**config.mk**
```make
export PLATFORM = sky130hd
export DESIGN_NAME = sys_top
export DESIGN_NICKNAME = d
export VERILOG_FILES = /design/src/rtl/sys_top.sv
export SDC_FILE = /design/constraint.sdc
export NUM_CORES = 1
export LEC_CHECK = 0
export BUFFER_PORTS_ARGS = -buffer_cell sky130_fd_sc_hd__buf_2
export CORE_ASPECT_RATIO = 1.1
export CORE_MARGIN = 2
export CORE_UTILIZATION = 36
export DETAILED_ROUTE_END_ITERATION = 6
export PLACE_DENSITY = 0.61
export SKIP_CTS_REPAIR_TIMING = 1
export SLEW_MARGIN = 20
export SYNTH_ARGS = -nofsm -noshare
export SYNTH_HDL_FRONTEND = slang
export SYNTH_SLANG_ARGS = --single-unit
```
**constraint.sdc**
```tcl
create_clock -name CLK -period 36.5 [get_ports CLK]
set_input_delay 9.125 -clock CLK [delete_from_list [all_inputs] [get_ports CLK]]
set_output_delay 9.125 -clock CLK [all_outputs]
set_load 0.01 [all_outputs]
```
**src/rtl/sys_top.sv**
```systemverilog
// sys_top: UART-controlled register file and ALU.
// RX decodes 11-bit frames (start, data LSB first, even parity, stop) into bytes,
// a command FSM interprets them (write / read / load+exec / exec), and TX returns
// read data or ALU results as frames, back to back.
module sys_top #(
  parameter int FRAME_WIDTH         = 8,
  parameter int ALU_DATA_WIDTH      = 16,
  parameter int ALU_FUNC_WIDTH      = 4,
  parameter int REG_FILE_DEPTH      = 16,
  parameter int REG_FILE_ADDR_WIDTH = $clog2(REG_FILE_DEPTH),
  parameter int CLKS_PER_BIT        = 16
) (
  input  logic CLK,
  input  logic RST,
  input  logic RX_IN,
  output logic TX_OUT,
  output logic par_err,
  output logic stp_err,
  output logic strt_glitch
);

  localparam int LAST_BIT   = FRAME_WIDTH + 2;
  localparam int BIT_W      = $clog2(LAST_BIT + 1);
  localparam int CNT_W      = (CLKS_PER_BIT > 1) ? $clog2(CLKS_PER_BIT) : 1;
  localparam int RES_FRAMES = (ALU_DATA_WIDTH + FRAME_WIDTH - 1) / FRAME_WIDTH;
  localparam int BUF_W      = RES_FRAMES * FRAME_WIDTH;
  localparam int LEFT_W     = $clog2(RES_FRAMES + 1);

  localparam logic [CNT_W-1:0] CNT_MAX  = CNT_W'(CLKS_PER_BIT - 1);
  localparam logic [CNT_W-1:0] CNT_HALF = CNT_W'(CLKS_PER_BIT / 2);
  localparam logic [BIT_W-1:0] BIT_LAST = BIT_W'(LAST_BIT);
  localparam logic [BIT_W-1:0] BIT_PAR  = BIT_W'(FRAME_WIDTH + 1);
  localparam logic [BIT_W-1:0] BIT_DMAX = BIT_W'(FRAME_WIDTH);

  localparam logic [FRAME_WIDTH-1:0] CMD_WR   = FRAME_WIDTH'(8'hAA);
  localparam logic [FRAME_WIDTH-1:0] CMD_RD   = FRAME_WIDTH'(8'hBB);
  localparam logic [FRAME_WIDTH-1:0] CMD_LDEX = FRAME_WIDTH'(8'hCC);
  localparam logic [FRAME_WIDTH-1:0] CMD_EX   = FRAME_WIDTH'(8'hDD);

  typedef enum logic [3:0] {
    S_IDLE, S_WR_ADDR, S_WR_DATA, S_RD_ADDR, S_OPA, S_OPB, S_FUNC, S_EXEC, S_SEND
  } state_t;

  // ---------------- receiver ----------------
  logic                   rx_prev_q, rx_prev_d;
  logic                   rx_busy_q, rx_busy_d;
  logic [CNT_W-1:0]       rx_cnt_q, rx_cnt_d;
  logic [BIT_W-1:0]       rx_bit_q, rx_bit_d;
  logic [FRAME_WIDTH-1:0] rx_shift_q, rx_shift_d;
  logic                   rx_par_q, rx_par_d;
  logic                   rx_valid_q, rx_valid_d;
  logic                   par_err_q, par_err_d;
  logic                   stp_err_q, stp_err_d;
  logic                   glitch_q, glitch_d;

  // ---------------- transmitter ----------------
  logic                   tx_busy_q, tx_busy_d;
  logic [CNT_W-1:0]       tx_cnt_q, tx_cnt_d;
  logic [BIT_W-1:0]       tx_bit_q, tx_bit_d;
  logic [FRAME_WIDTH+1:0] tx_shift_q, tx_shift_d;
  logic                   tx_out_q, tx_out_d;
  logic                   tx_ready, tx_valid, tx_load;
  logic [FRAME_WIDTH-1:0] tx_data;

  // ---------------- command FSM / datapath ----------------
  state_t                        state_q, state_d;
  logic [REG_FILE_ADDR_WIDTH-1:0] addr_q, addr_d;
  logic [ALU_FUNC_WIDTH-1:0]     func_q, func_d;
  logic [BUF_W-1:0]              send_buf_q, send_buf_d;
  logic [LEFT_W-1:0]             send_left_q, send_left_d;
  logic                          rf_we;
  logic [REG_FILE_ADDR_WIDTH-1:0] rf_waddr;
  logic [FRAME_WIDTH-1:0]        rf_wdata;
  logic [FRAME_WIDTH-1:0]        reg_q [REG_FILE_DEPTH];
  logic [ALU_DATA_WIDTH-1:0]     alu_a, alu_b, alu_res;

  assign TX_OUT      = tx_out_q;
  assign par_err     = par_err_q;
  assign stp_err     = stp_err_q;
  assign strt_glitch = glitch_q;

  // RX next state: start on a falling edge while idle, sample every bit at mid-period.
  always_comb begin
    rx_prev_d  = RX_IN;
    rx_busy_d  = rx_busy_q;
    rx_cnt_d   = rx_cnt_q;
    rx_bit_d   = rx_bit_q;
    rx_shift_d = rx_shift_q;
    rx_par_d   = rx_par_q;
    rx_valid_d = 1'b0;
    par_err_d  = 1'b0;
    stp_err_d  = 1'b0;
    glitch_d   = 1'b0;
    if (!rx_busy_q) begin
      // The edge cycle itself counts as cycle 0 of the start bit.
      if (rx_prev_q && !RX_IN) begin
        rx_busy_d = 1'b1;
        rx_cnt_d  = CNT_W'(1);
        rx_bit_d  = '0;
      end
    end else begin
      if (rx_cnt_q == CNT_MAX) begin
        rx_cnt_d = '0;
        rx_bit_d = rx_bit_q + BIT_W'(1);
      end else begin
        rx_cnt_d = rx_cnt_q + CNT_W'(1);
      end
      if (rx_cnt_q == CNT_HALF) begin
        if (rx_bit_q == '0) begin
          if (RX_IN) begin
            glitch_d  = 1'b1;
            rx_busy_d = 1'b0;
          end
        end else if (rx_bit_q <= BIT_DMAX) begin
          rx_shift_d = {RX_IN, rx_shift_q[FRAME_WIDTH-1:1]};
        end else if (rx_bit_q == BIT_PAR) begin
          rx_par_d = RX_IN;
        end else begin
          rx_busy_d  = 1'b0;
          par_err_d  = (rx_par_q != ^rx_shift_q);
          stp_err_d  = !RX_IN;
          rx_valid_d = (rx_par_q == ^rx_shift_q) && RX_IN;
        end
      end
    end
  end

  // TX accepts a new byte when idle or in the very last cycle of a stop bit.
  assign tx_ready = !tx_busy_q || ((tx_cnt_q == CNT_MAX) && (tx_bit_q == BIT_LAST));
  assign tx_load  = tx_valid && tx_ready;

  // TX next state: start bit on load, then shift data, parity, stop.
  always_comb begin
    tx_busy_d  = tx_busy_q;
    tx_cnt_d   = tx_cnt_q;
    tx_bit_d   = tx_bit_q;
    tx_shift_d = tx_shift_q;
    tx_out_d   = tx_out_q;
    if (tx_load) begin
      tx_busy_d  = 1'b1;
      tx_cnt_d   = '0;
      tx_bit_d   = '0;
      tx_out_d   = 1'b0;
      tx_shift_d = {1'b1, ^tx_data, tx_data};
    end else if (tx_busy_q) begin
      if (tx_cnt_q == CNT_MAX) begin
        tx_cnt_d = '0;
        if (tx_bit_q == BIT_LAST) begin
          tx_busy_d = 1'b0;
          tx_out_d  = 1'b1;
        end else begin
          tx_bit_d   = tx_bit_q + BIT_W'(1);
          tx_out_d   = tx_shift_q[0];
          tx_shift_d = {1'b1, tx_shift_q[FRAME_WIDTH+1:1]};
        end
      end else begin
        tx_cnt_d = tx_cnt_q + CNT_W'(1);
      end
    end
  end

  assign alu_a = ALU_DATA_WIDTH'(reg_q[0]);
  assign alu_b = ALU_DATA_WIDTH'(reg_q[1]);

  // ALU on zero-extended REG0 / REG1, result modulo 2^ALU_DATA_WIDTH.
  always_comb begin
    alu_res = '0;
    case (func_q)
      ALU_FUNC_WIDTH'(0):  alu_res = alu_a + alu_b;
      ALU_FUNC_WIDTH'(1):  alu_res = alu_a - alu_b;
      ALU_FUNC_WIDTH'(2):  alu_res = alu_a * alu_b;
      ALU_FUNC_WIDTH'(3):  alu_res = (alu_b == '0) ? '0 : alu_a / alu_b;
      ALU_FUNC_WIDTH'(4):  alu_res = alu_a & alu_b;
      ALU_FUNC_WIDTH'(5):  alu_res = alu_a | alu_b;
      ALU_FUNC_WIDTH'(6):  alu_res = ~(alu_a & alu_b);
      ALU_FUNC_WIDTH'(7):  alu_res = ~(alu_a | alu_b);
      ALU_FUNC_WIDTH'(8):  alu_res = alu_a ^ alu_b;
      ALU_FUNC_WIDTH'(9):  alu_res = ~(alu_a ^ alu_b);
      ALU_FUNC_WIDTH'(10): alu_res = (alu_a == alu_b) ? ALU_DATA_WIDTH'(1) : '0;
      ALU_FUNC_WIDTH'(11): alu_res = (alu_a >  alu_b) ? ALU_DATA_WIDTH'(2) : '0;
      ALU_FUNC_WIDTH'(12): alu_res = (alu_a <  alu_b) ? ALU_DATA_WIDTH'(3) : '0;
      ALU_FUNC_WIDTH'(13): alu_res = alu_a >> 1;
      ALU_FUNC_WIDTH'(14): alu_res = alu_a << 1;
      default:             alu_res = '0;
    endcase
  end

  // Command FSM: consumes delivered bytes, drives the register write port and TX.
  always_comb begin
    state_d     = state_q;
    addr_d      = addr_q;
    func_d      = func_q;
    send_buf_d  = send_buf_q;
    send_left_d = send_left_q;
    rf_we       = 1'b0;
    rf_waddr    = '0;
    rf_wdata    = '0;
    tx_valid    = 1'b0;
    tx_data     = send_buf_q[FRAME_WIDTH-1:0];
    case (state_q)
      S_IDLE: if (rx_valid_q) begin
        if (rx_shift_q == CMD_WR)        state_d = S_WR_ADDR;
        else if (rx_shift_q == CMD_RD)   state_d = S_RD_ADDR;
        else if (rx_shift_q == CMD_LDEX) state_d = S_OPA;
        else if (rx_shift_q == CMD_EX)   state_d = S_FUNC;
      end
      S_WR_ADDR: if (rx_valid_q) begin
        addr_d  = rx_shift_q[REG_FILE_ADDR_WIDTH-1:0];
        state_d = S_WR_DATA;
      end
      S_WR_DATA: if (rx_valid_q) begin
        rf_we    = 1'b1;
        rf_waddr = addr_q;
        rf_wdata = rx_shift_q;
        state_d  = S_IDLE;
      end
      S_RD_ADDR: if (rx_valid_q) begin
        send_buf_d  = BUF_W'(reg_q[rx_shift_q[REG_FILE_ADDR_WIDTH-1:0]]);
        send_left_d = LEFT_W'(1);
        state_d     = S_SEND;
      end
      S_OPA: if (rx_valid_q) begin
        rf_we    = 1'b1;
        rf_waddr = REG_FILE_ADDR_WIDTH'(0);
        rf_wdata = rx_shift_q;
        state_d  = S_OPB;
      end
      S_OPB: if (rx_valid_q) begin
        rf_we    = 1'b1;
        rf_waddr = REG_FILE_ADDR_WIDTH'(1);
        rf_wdata = rx_shift_q;
        state_d  = S_FUNC;
      end
      S_FUNC: if (rx_valid_q) begin
        func_d  = rx_shift_q[ALU_FUNC_WIDTH-1:0];
        state_d = S_EXEC;
      end
      S_EXEC: begin
        send_buf_d  = BUF_W'(alu_res);
        send_left_d = LEFT_W'(RES_FRAMES);
        state_d     = S_SEND;
      end
      S_SEND: begin
        // Low byte goes first; leave only after the final stop bit has gone out.
        if (send_left_q != '0) begin
          tx_valid = 1'b1;
          if (tx_ready) begin
            send_buf_d  = send_buf_q >> FRAME_WIDTH;
            send_left_d = send_left_q - LEFT_W'(1);
          end
        end else if (!tx_busy_q) begin
          state_d = S_IDLE;
        end
      end
      default: state_d = S_IDLE;
    endcase
  end

  // State registers; the edge detector history resets low so a line held low
  // through reset release is not mistaken for a start bit.
  always_ff @(posedge CLK or negedge RST) begin
    if (!RST) begin
      rx_prev_q   <= 1'b0;
      rx_busy_q   <= 1'b0;
      rx_cnt_q    <= '0;
      rx_bit_q    <= '0;
      rx_shift_q  <= '0;
      rx_par_q    <= 1'b0;
      rx_valid_q  <= 1'b0;
      par_err_q   <= 1'b0;
      stp_err_q   <= 1'b0;
      glitch_q    <= 1'b0;
      tx_busy_q   <= 1'b0;
      tx_cnt_q    <= '0;
      tx_bit_q    <= '0;
      tx_shift_q  <= '1;
      tx_out_q    <= 1'b1;
      state_q     <= S_IDLE;
      addr_q      <= '0;
      func_q      <= '0;
      send_buf_q  <= '0;
      send_left_q <= '0;
    end else begin
      rx_prev_q   <= rx_prev_d;
      rx_busy_q   <= rx_busy_d;
      rx_cnt_q    <= rx_cnt_d;
      rx_bit_q    <= rx_bit_d;
      rx_shift_q  <= rx_shift_d;
      rx_par_q    <= rx_par_d;
      rx_valid_q  <= rx_valid_d;
      par_err_q   <= par_err_d;
      stp_err_q   <= stp_err_d;
      glitch_q    <= glitch_d;
      tx_busy_q   <= tx_busy_d;
      tx_cnt_q    <= tx_cnt_d;
      tx_bit_q    <= tx_bit_d;
      tx_shift_q  <= tx_shift_d;
      tx_out_q    <= tx_out_d;
      state_q     <= state_d;
      addr_q      <= addr_d;
      func_q      <= func_d;
      send_buf_q  <= send_buf_d;
      send_left_q <= send_left_d;
    end
  end

  // Register file entries; REG0/REG1 feed the ALU directly so these are flops.
  for (genvar gi = 0; gi < REG_FILE_DEPTH; gi++) begin : g_rf
    always_ff @(posedge CLK or negedge RST) begin
      if (!RST) begin
        reg_q[gi] <= '0;
      end else if (rf_we && (rf_waddr == REG_FILE_ADDR_WIDTH'(gi))) begin
        reg_q[gi] <= rf_wdata;
      end
    end
  end

endmodule

```
Word level (Yosys, flattened, before mapping)
Cells that the tools add are included.

storage, ports and cells
  register bits after elaboration = 201
  input bits = 3

cells by class
  bitwise gates (word level) = 9
  $mul = 1
  reduce and logical (&&, ||, !) cells = 45
  muxes and demuxes = 90
  div/mod/pow operators = 1
  $add $sub $neg = 7
  equality and inequality tests = 63
  order comparisons = 4

operators by type and width
  kind                 count
  $pmux 16 s15         1
  $mux 4               27
  $eq 4x4->1 const B   21
  $mux 16              4
  $eq 4x3->1 const B   12
  $not 8->16           3
  $pmux 16 s3          1
  $mux 1               40
  $mux 10              4
  $pmux 4 s9           1
  $bmux 8 s4           1
  $eq 8x8->1 const B   4
  $mux 8               4
  $eq 4x2->1 const B   6
  $ne 2x2->1 const B   12
  $logic_and 1x1->1    20
  $add 4x1->4 const B  4
  $div 8x8->16         1
  $logic_not 16->1     1
  $logic_not 4->1      4
  $mul 8x8->16         1
  $reduce_xor 8->1     2
  $eq 4x1->1 const B   3
  $mux 2               5
  other kinds (29)     38

Longest topological paths before layout
Gate-level depths: netlist (run 1).

  depth in word-level cells = 8
  mapped depth = 150
  mapped depth without buffers = 140

Least setup slack after synthesis (run 1)
OpenSTA, ideal clock, no wires.

  path kind = reg2reg
  from = reg reg_q (netlist bit alu_b[2])
  to = reg send_buf_q[0]
  buffers on the path = 9
  stages on the path, launching flop included = 129
  setup slack = 10038 ps
  data arrival time = 26329 ps
  clock period less this slack = 26462 ps
  setup time = 133 ps
  path through = dfrtp_1 > clkbuf_1 > inv_1 > ha_1 > a31o_1 > a2bb2oi_2 > mux2i_1 > inv_1 > ha_1 > nor3_1 > a2111oi_4 > nor2_1 > mux2i_1 > inv_1 > ha_1 > or3_1 > o22a_1 > a21oi_2 > [93 not listed] > or3b_1 > buf_2 > buf_6 > nor2_2 > a21oi_2 > ha_1 > a21oi_1 > nor2b_1 > o21ai_0 > nand2b_1 > a21oi_1 > nor2b_1 > o21ai_0 > nand2b_1 > a2111oi_0 > o2111ai_1 > a21oi_1 > a31oi_1

between the ends
  word-level cells in the longest chain between the ends = 4

RTL lines
  element                               RTL line  text
  from (decl)                           74        logic [FRAME_WIDTH-1:0] reg_q [REG_FILE_DEPTH];
  from (signal, indexed assignment)     313       reg_q[gi] <= rf_wdata;
  $div 8x8->16 (tied with other cells)  172       ALU_FUNC_WIDTH'(3): alu_res = (alu_b == '0) ? '0 : alu_a / alu_b;
  $mux 16 (tied with other cells)       172
  $pmux 16 s15 (*)                      168       case (func_q)
  $pmux 16 s3 (*)                       200       case (state_q)
  to (signal assigned)                  302       send_buf_q <= send_buf_d;
  to (decl)                             69        logic [BUF_W-1:0] send_buf_q, send_buf_d;

Every way passes the cells marked *; elsewhere a longest branch is shown, timed or not.
A chain may end at the register's enable or synchronous reset.

Final worst setup path (run 1)
Ends and elaborated chain as after synthesis.

==> results of run 1 <==
## cell families (layout without fill, tap and decap cells)
| family | Yosys count | after routing | share of synthesized area (%) |
|---|---|---|---|
| AOI/OAI and AO/OA | 510 | 510 | 18.81 |
| xor gates and xnor gates | 66 | 66 | 3.155 |
| adders and majority gates | 222 | 222 | 16.70 |
| buffers and inverters | 198 | 179 | 4.302 |
| DFF | 200 | 200 | 27.39 |
| muxes | 171 | 171 | 12.95 |
| other | 1 | 8 | 0.02047 |
| and+or+nand+nor | 649 | 649 | 16.68 |
## state kept, by name (all words and copies together), names as in the netlist
name and cells:
addr_q 4, alu_a 8, strt_glitch 1, rx_par_q 1
rx_cnt_q 4, stp_err 1, send_left_q 2, rx_bit_q 4
rx_busy_q 1, tx_shift_q 9, reg_q 112, rx_shift_q 8
TX_OUT 1, par_err 1, alu_b 8, state_q 4
func_q 4, rx_prev_q 1, tx_busy_q 1, rx_valid_q 1
tx_bit_q 4, send_buf_q 16, tx_cnt_q 4
## worst register-to-register path: cells and delay by family (launching register included)
family | cells | cell delay (ns)
AOI/OAI and AO/OA | 72 | 16.56
and+or+nand+nor | 27 | 7.40
adders and majority gates | 13 | 4.10
muxes | 5 | 1.73
DFF | 1 | 0.64
buffers and inverters | 3 | 0.33
## worst max-delay path by stage
| stage | from | to | slack, ns |
|---|---|---|---|
| 3_3_place_gp | alu_b[2]$_DFFE_PN0P_ | send_buf_q[0]$_DFFE_PN0P_ | 7.17 |
| 5_1_grt | alu_b[2]$_DFFE_PN0P_ | send_buf_q[0]$_DFFE_PN0P_ | 3.08 |
| 2_1_floorplan | alu_b[2]$_DFFE_PN0P_ | send_buf_q[0]$_DFFE_PN0P_ | 10.04 |
| 4_1_cts | alu_b[2]$_DFFE_PN0P_ | send_buf_q[0]$_DFFE_PN0P_ | 5.85 |
| 3_5_place_dp | alu_b[2]$_DFFE_PN0P_ | send_buf_q[0]$_DFFE_PN0P_ | 5.99 |
| 6_report | alu_b[2]$_DFFE_PN0P_ | send_buf_q[0]$_DFFE_PN0P_ | 5.64 |
## area by class of cell
type | instances | area share [%]
multi-input cells | 1626 | 63.63
inverters | 113 | 2.148
flip-flops and latches | 200 | 25.42
clock inverters | 14 | 0.9377
well taps | 660 | 4.182
clock buffers | 18 | 2.224
repair buffers | 34 | 1.464
## metal layers
| metal | GRT usage, % | up-vias |
|---|---|---|
| met2 | 33.81 | 449 |
| met1 | 25.72 | 7566 |
| met4 | 7.105 | 0 |
| li1 | - | 7280 |
| met3 | 2.495 | 112 |
| met5 | 0 | - |
## Yosys cell counts, types with 14 or more instances
library cell,instances,area share [%]
a211oi_1,16,0.66
a21o_1,24,0.98
a21oi_1,83,2.3
a221oi_1,14,0.67
and2_1,17,0.58
clkbuf_1,70,1.4
dfrtp_1,190,26
fa_1,38,4.2
ha_1,183,12
inv_1,108,2.2
mux2_2,109,6.7
mux2i_1,17,0.93
mux4_2,40,4.9
nand2_1,221,4.5
nand2b_1,19,0.65
nand3_1,20,0.55
nand4_1,19,0.65
nor2_1,181,3.7
nor2b_1,18,0.61
nor3_1,72,2.0
o211ai_1,15,0.61
o21a_1,51,2.1
o21ai_0,144,3.9
o22ai_1,19,0.65
o31ai_1,19,0.78
xnor2_1,40,1.9
xor2_1,26,1.2
## stage by stage
step / std cells / instance area [sq um] / utilization [%] / setup slack [ns] / hold WS, ns
after floorplan: 2024 / 18350 / - / 10.04 / 0.4452
after global placement: 2631 / 19050 / 38.00 / 7.173 / 0.4578
after detailed placement: 2631 / 19050 / 38.00 / 5.991 / 0.4708
after CTS: 2663 / 19680 / 39.24 / 5.852 / 0.4882
after global routing: 2665 / 19750 / 39.38 / 3.082 / 0.5001
final: 2665 / 19750 / 39.38 / 5.636 / 0.4834
==> qor.yml, run 1 <==
slowest_stage: "nor4_2"
cts_tree: "yes"
chipWidth_microns: 219.1
syn_inst: 2017
start_kind: "flop"
cts_sinks: 200
start_util_pct: 36.54
dpl.hpwl_microns: 37530
die_h_microns: 240.6
crit_family: "compound AO/OA/AOI/OAI gates"
ys_ff_latch: 200
critPathRequiredTime_ns: 36.82
highest_layer: "met4"
routed-wl-met2_microns: 24940
grtUsageTotal_pct: 19.79
cp_num_cells: 120
clock_path_buffers: 2
ys_warn_count: 0
setup_violations: 0
hold-path-endpoint: "reg_q[56]$_DFFE_PN0P_"
multi_input_area_sq_um: 12560
max_cap_violations: 0
reg2regPathDepth: 120
num_rows: 86
ys_seq_area_share_pct: 27.39
synth_edf_count: 0
vias: 15410
drtIter0Drc: 1334
cts_buffers: 17
fp.coreArea_sq_um: 50140
htree_num_levels: 4
fill_cells: 5017
crit_type: "reg2reg"
worstReg2RegEnd: "send_buf_q[0]$_DFFE_PN0P_"
drc: 0
crit_path_max_incr_delay_ns: 0.86
final-hold-violation-count: 0
grt_overflow: 0
grt_max_degree: 122
path_buf_inv: 3
ios: 7
tns_ns: 0
crit_path_frequent_cell: "o21a_1"
vias_per_cell: 5.781
wl_per_cell_microns: 19.38
post-route-period-util_pct: 84.56
met3_length_microns: 2408
cts-root-buf: "clkbuf_16"
rsz0062_at_grt: "false"
die-area_sq_um: 52720
area_growth_pct: 7.785
r2r-start: "alu_b[2]$_DFFE_PN0P_"
clkLatencyLatePin_ns: 0.45
hold_start: "reg_q[56]$_DFFE_PN0P_"
avgSynthCellArea_sq_um: 9.083
tightest_slew_ns: 1.083
grt_pass1_vias: 15120
synth.distinct_cells: 105
port_buffers: 6
drt_wl_total_microns: 51660
met1_length_microns: 22550
gp_congestion: 0.9552
synthFlopType: "dfrtp_1"
syn_area_sq_um: 18320
seq_area_sq_um: 5020
holdPathStages: 2
path_clk_slew_ns: 0.08
crit_fanout: 21
holdCritPathClass: "reg2reg"
cp.arrival_ns: 31.18
clock.fmax_mhz: 32.40
dr.pass1.iters: 5
endpoint_kind: "flop"
relSlewSlack_pct: 27.32
async_flop_share_pct: 100.0
antenna_found_initial: 0
final_nets: 2216
final_cell_mix: "nand2_1 (221), dfrtp_1 (188), ha_1 (183), nor2_1 (181), o21ai_0 (143)"
status: "completed"
drtAntennaViolNets: 0
grt_pass1_wl_microns: 82630
diodes: 0
maxSlewViolCount: 0
period_needed_ns: 30.86
fin_skew_ns: 0.02457
drive_above_1_share_pct: 14.16
layout_commonest_cell: "nand2_1"
r2r_slack_ns: 5.64
Power of run 1 is left out: the tool's default activity adds up to more than one toggle a clock period on the data nets, which glitch-free logic cannot reach.
==> run 2: changes to the inputs <==
==> constraint.sdc (replaced) <==
create_clock -name CLK -period 30 [get_ports CLK]
set_input_delay 7.5 -clock CLK [delete_from_list [all_inputs] [get_ports CLK]]
set_output_delay 7.5 -clock CLK [all_outputs]
set_load 0.01 [all_outputs]
==> qor.yml, run 2 (same netlist as run 1, synthesis figures left out) <==
maxSlewViolCount: 0
cts_sinks: 200
drive_above_1_share_pct: 15.06
dr.pass1.iters: 6
grt_max_degree: 123
critPathRequiredTime_ns: 30.32
grtUsageTotal_pct: 19.56
grtUsageMet3_pct: 2.168
port_buffers: 6
dpl_cell_area_sq_um: 19050
fin_skew_ns: 0.01548
die-area_sq_um: 52720
antenna_found_initial: 0
max_cap_violations: 0
slowest_stage: "or4b_4"
drc: 0
drtIter0Drc: 1104
wl_per_cell_microns: 19.15
place_ws_ns: -0.1817
setup_violations: 0
endpoint_kind: "flop"
tns_ns: 0
ios: 7
start_kind: "flop"
largest_reg_flops: 112
crit_fanout: 21
drtAntennaViolNets: 0
drt_wl_total_microns: 51280
clkLatencyLatePin_ns: 0.44
chipWidth_microns: 219.1
grt_use_met2_pct: 33.77
finalWorstSetupSlack_ns: 2.254
crit_path_max_incr_delay_ns: 0.70
area_growth_pct: 8.482
post-route-period-util_pct: 92.49
clock.fmax_mhz: 36.04
fp.coreArea_sq_um: 50140
diodes: 0
htree_num_levels: 4
cts-root-buf: "clkbuf_16"
grt_pass1_wl_microns: 82330
top_register: "reg_q"
fin_area_sq_um: 19880
reg_top3: "reg_q: 112 flops, send_buf_q: 16 flops, tx_shift_q: 9 flops"
crit_type: "reg2reg"
gp_congestion: 0.9282
crit_family: "compound AO/OA/AOI/OAI gates"
final-hold-violation-count: 0
vias_per_cell: 5.773
layout_commonest_cell: "nand2_1"
num_rows: 86
die_h_microns: 240.6
start_util_pct: 36.54
vias: 15460
cts_tree: "yes"
use_met1_pct: 24.86
cts_buffers: 17
status: "completed"
busiest_layer: "met2"
grt_overflow: 0
path_clk_slew_ns: 0.08
final_cell_mix: "nand2_1 (221), dfrtp_1 (187), ha_1 (183), nor2_1 (180), o21ai_0 (143)"
final_nets: 2229
cp.arrival_ns: 28.06
period_needed_ns: 27.75
dpl.hpwl_microns: 37220
clock_path_buffers: 2
grt_pass1_vias: 15410
tightest_slew_ns: 1.104
crit_path_frequent_cell: "o21a_1"
relSlewSlack_pct: 25.91
holdCritPathClass: "reg2reg"
final_util_pct: 39.64
path_buf_inv: 6
## run 2: cell types whose count changed in the layout (fill, tap and decap cells not counted), moves of 2 or more
cell | previous run | this run
buf_4 | 26 | 40
clkinv_8 | 5 | 2
a21oi_1 | 83 | 81
a21oi_4 | 1 | 3
buf_16 | 2 | 0
clkinvlp_4 | 0 | 2
nor2_4 | 0 | 2
## run 2: metrics by stage
step	cells	hold WS (ns)
2_1_floorplan	2024	0.4452
3_3_place_gp	2631	0.4567
3_5_place_dp	2631	0.4700
4_1_cts	2663	0.4861
5_1_grt	2678	0.5036
6_report	2678	0.4868
## run 2: layer usage
layer | vias to the layer above | wire length [microns]
met1 | 7574 | 21900
li1 | 7293 | -
met3 | 104 | 2473
met4 | 0 | 1921
met2 | 489 | 24980
met5 | - | 0
## run 2: worst paths after layout
path,startpoint,to,slack [ns],depth (start not counted)
max in group asynchronous,RST,rx_shift_q[0]$_DFFE_PN0P_,21.50,2
worst max-delay path,alu_b[1]$_DFFE_PN0P_,send_buf_q[0]$_DFFE_PN0P_,2.25,122
min in group asynchronous,RST,rx_cnt_q[2]$_DFFE_PN0P_,7.17,1
worst min register to register,reg_q[48]$_DFFE_PN0P_,reg_q[48]$_DFFE_PN0P_,0.49,2
worst max register to register,alu_b[1]$_DFFE_PN0P_,send_buf_q[0]$_DFFE_PN0P_,2.25,122
worst min-delay path,reg_q[48]$_DFFE_PN0P_,reg_q[48]$_DFFE_PN0P_,0.49,2
## run 2: layout make-up
cell class                 count  area (sq um)
sequential                   200          5021
fill                        4949         30270
multi-input combinational   1626         12640
timing repair buffer          47         350.3
clock inverter                13         165.2
tap                          660         825.8
inverter                     113         424.2
clock buffer                  19         452.9
## run 2: tightest hold or removal path: cells and delay by family, from the launching register on
family,cells,cell delay (ns)
flops,1,0.35
compound gates,1,0.06
simple gates,1,0.04
Power of run 2 is left out for the same reason.
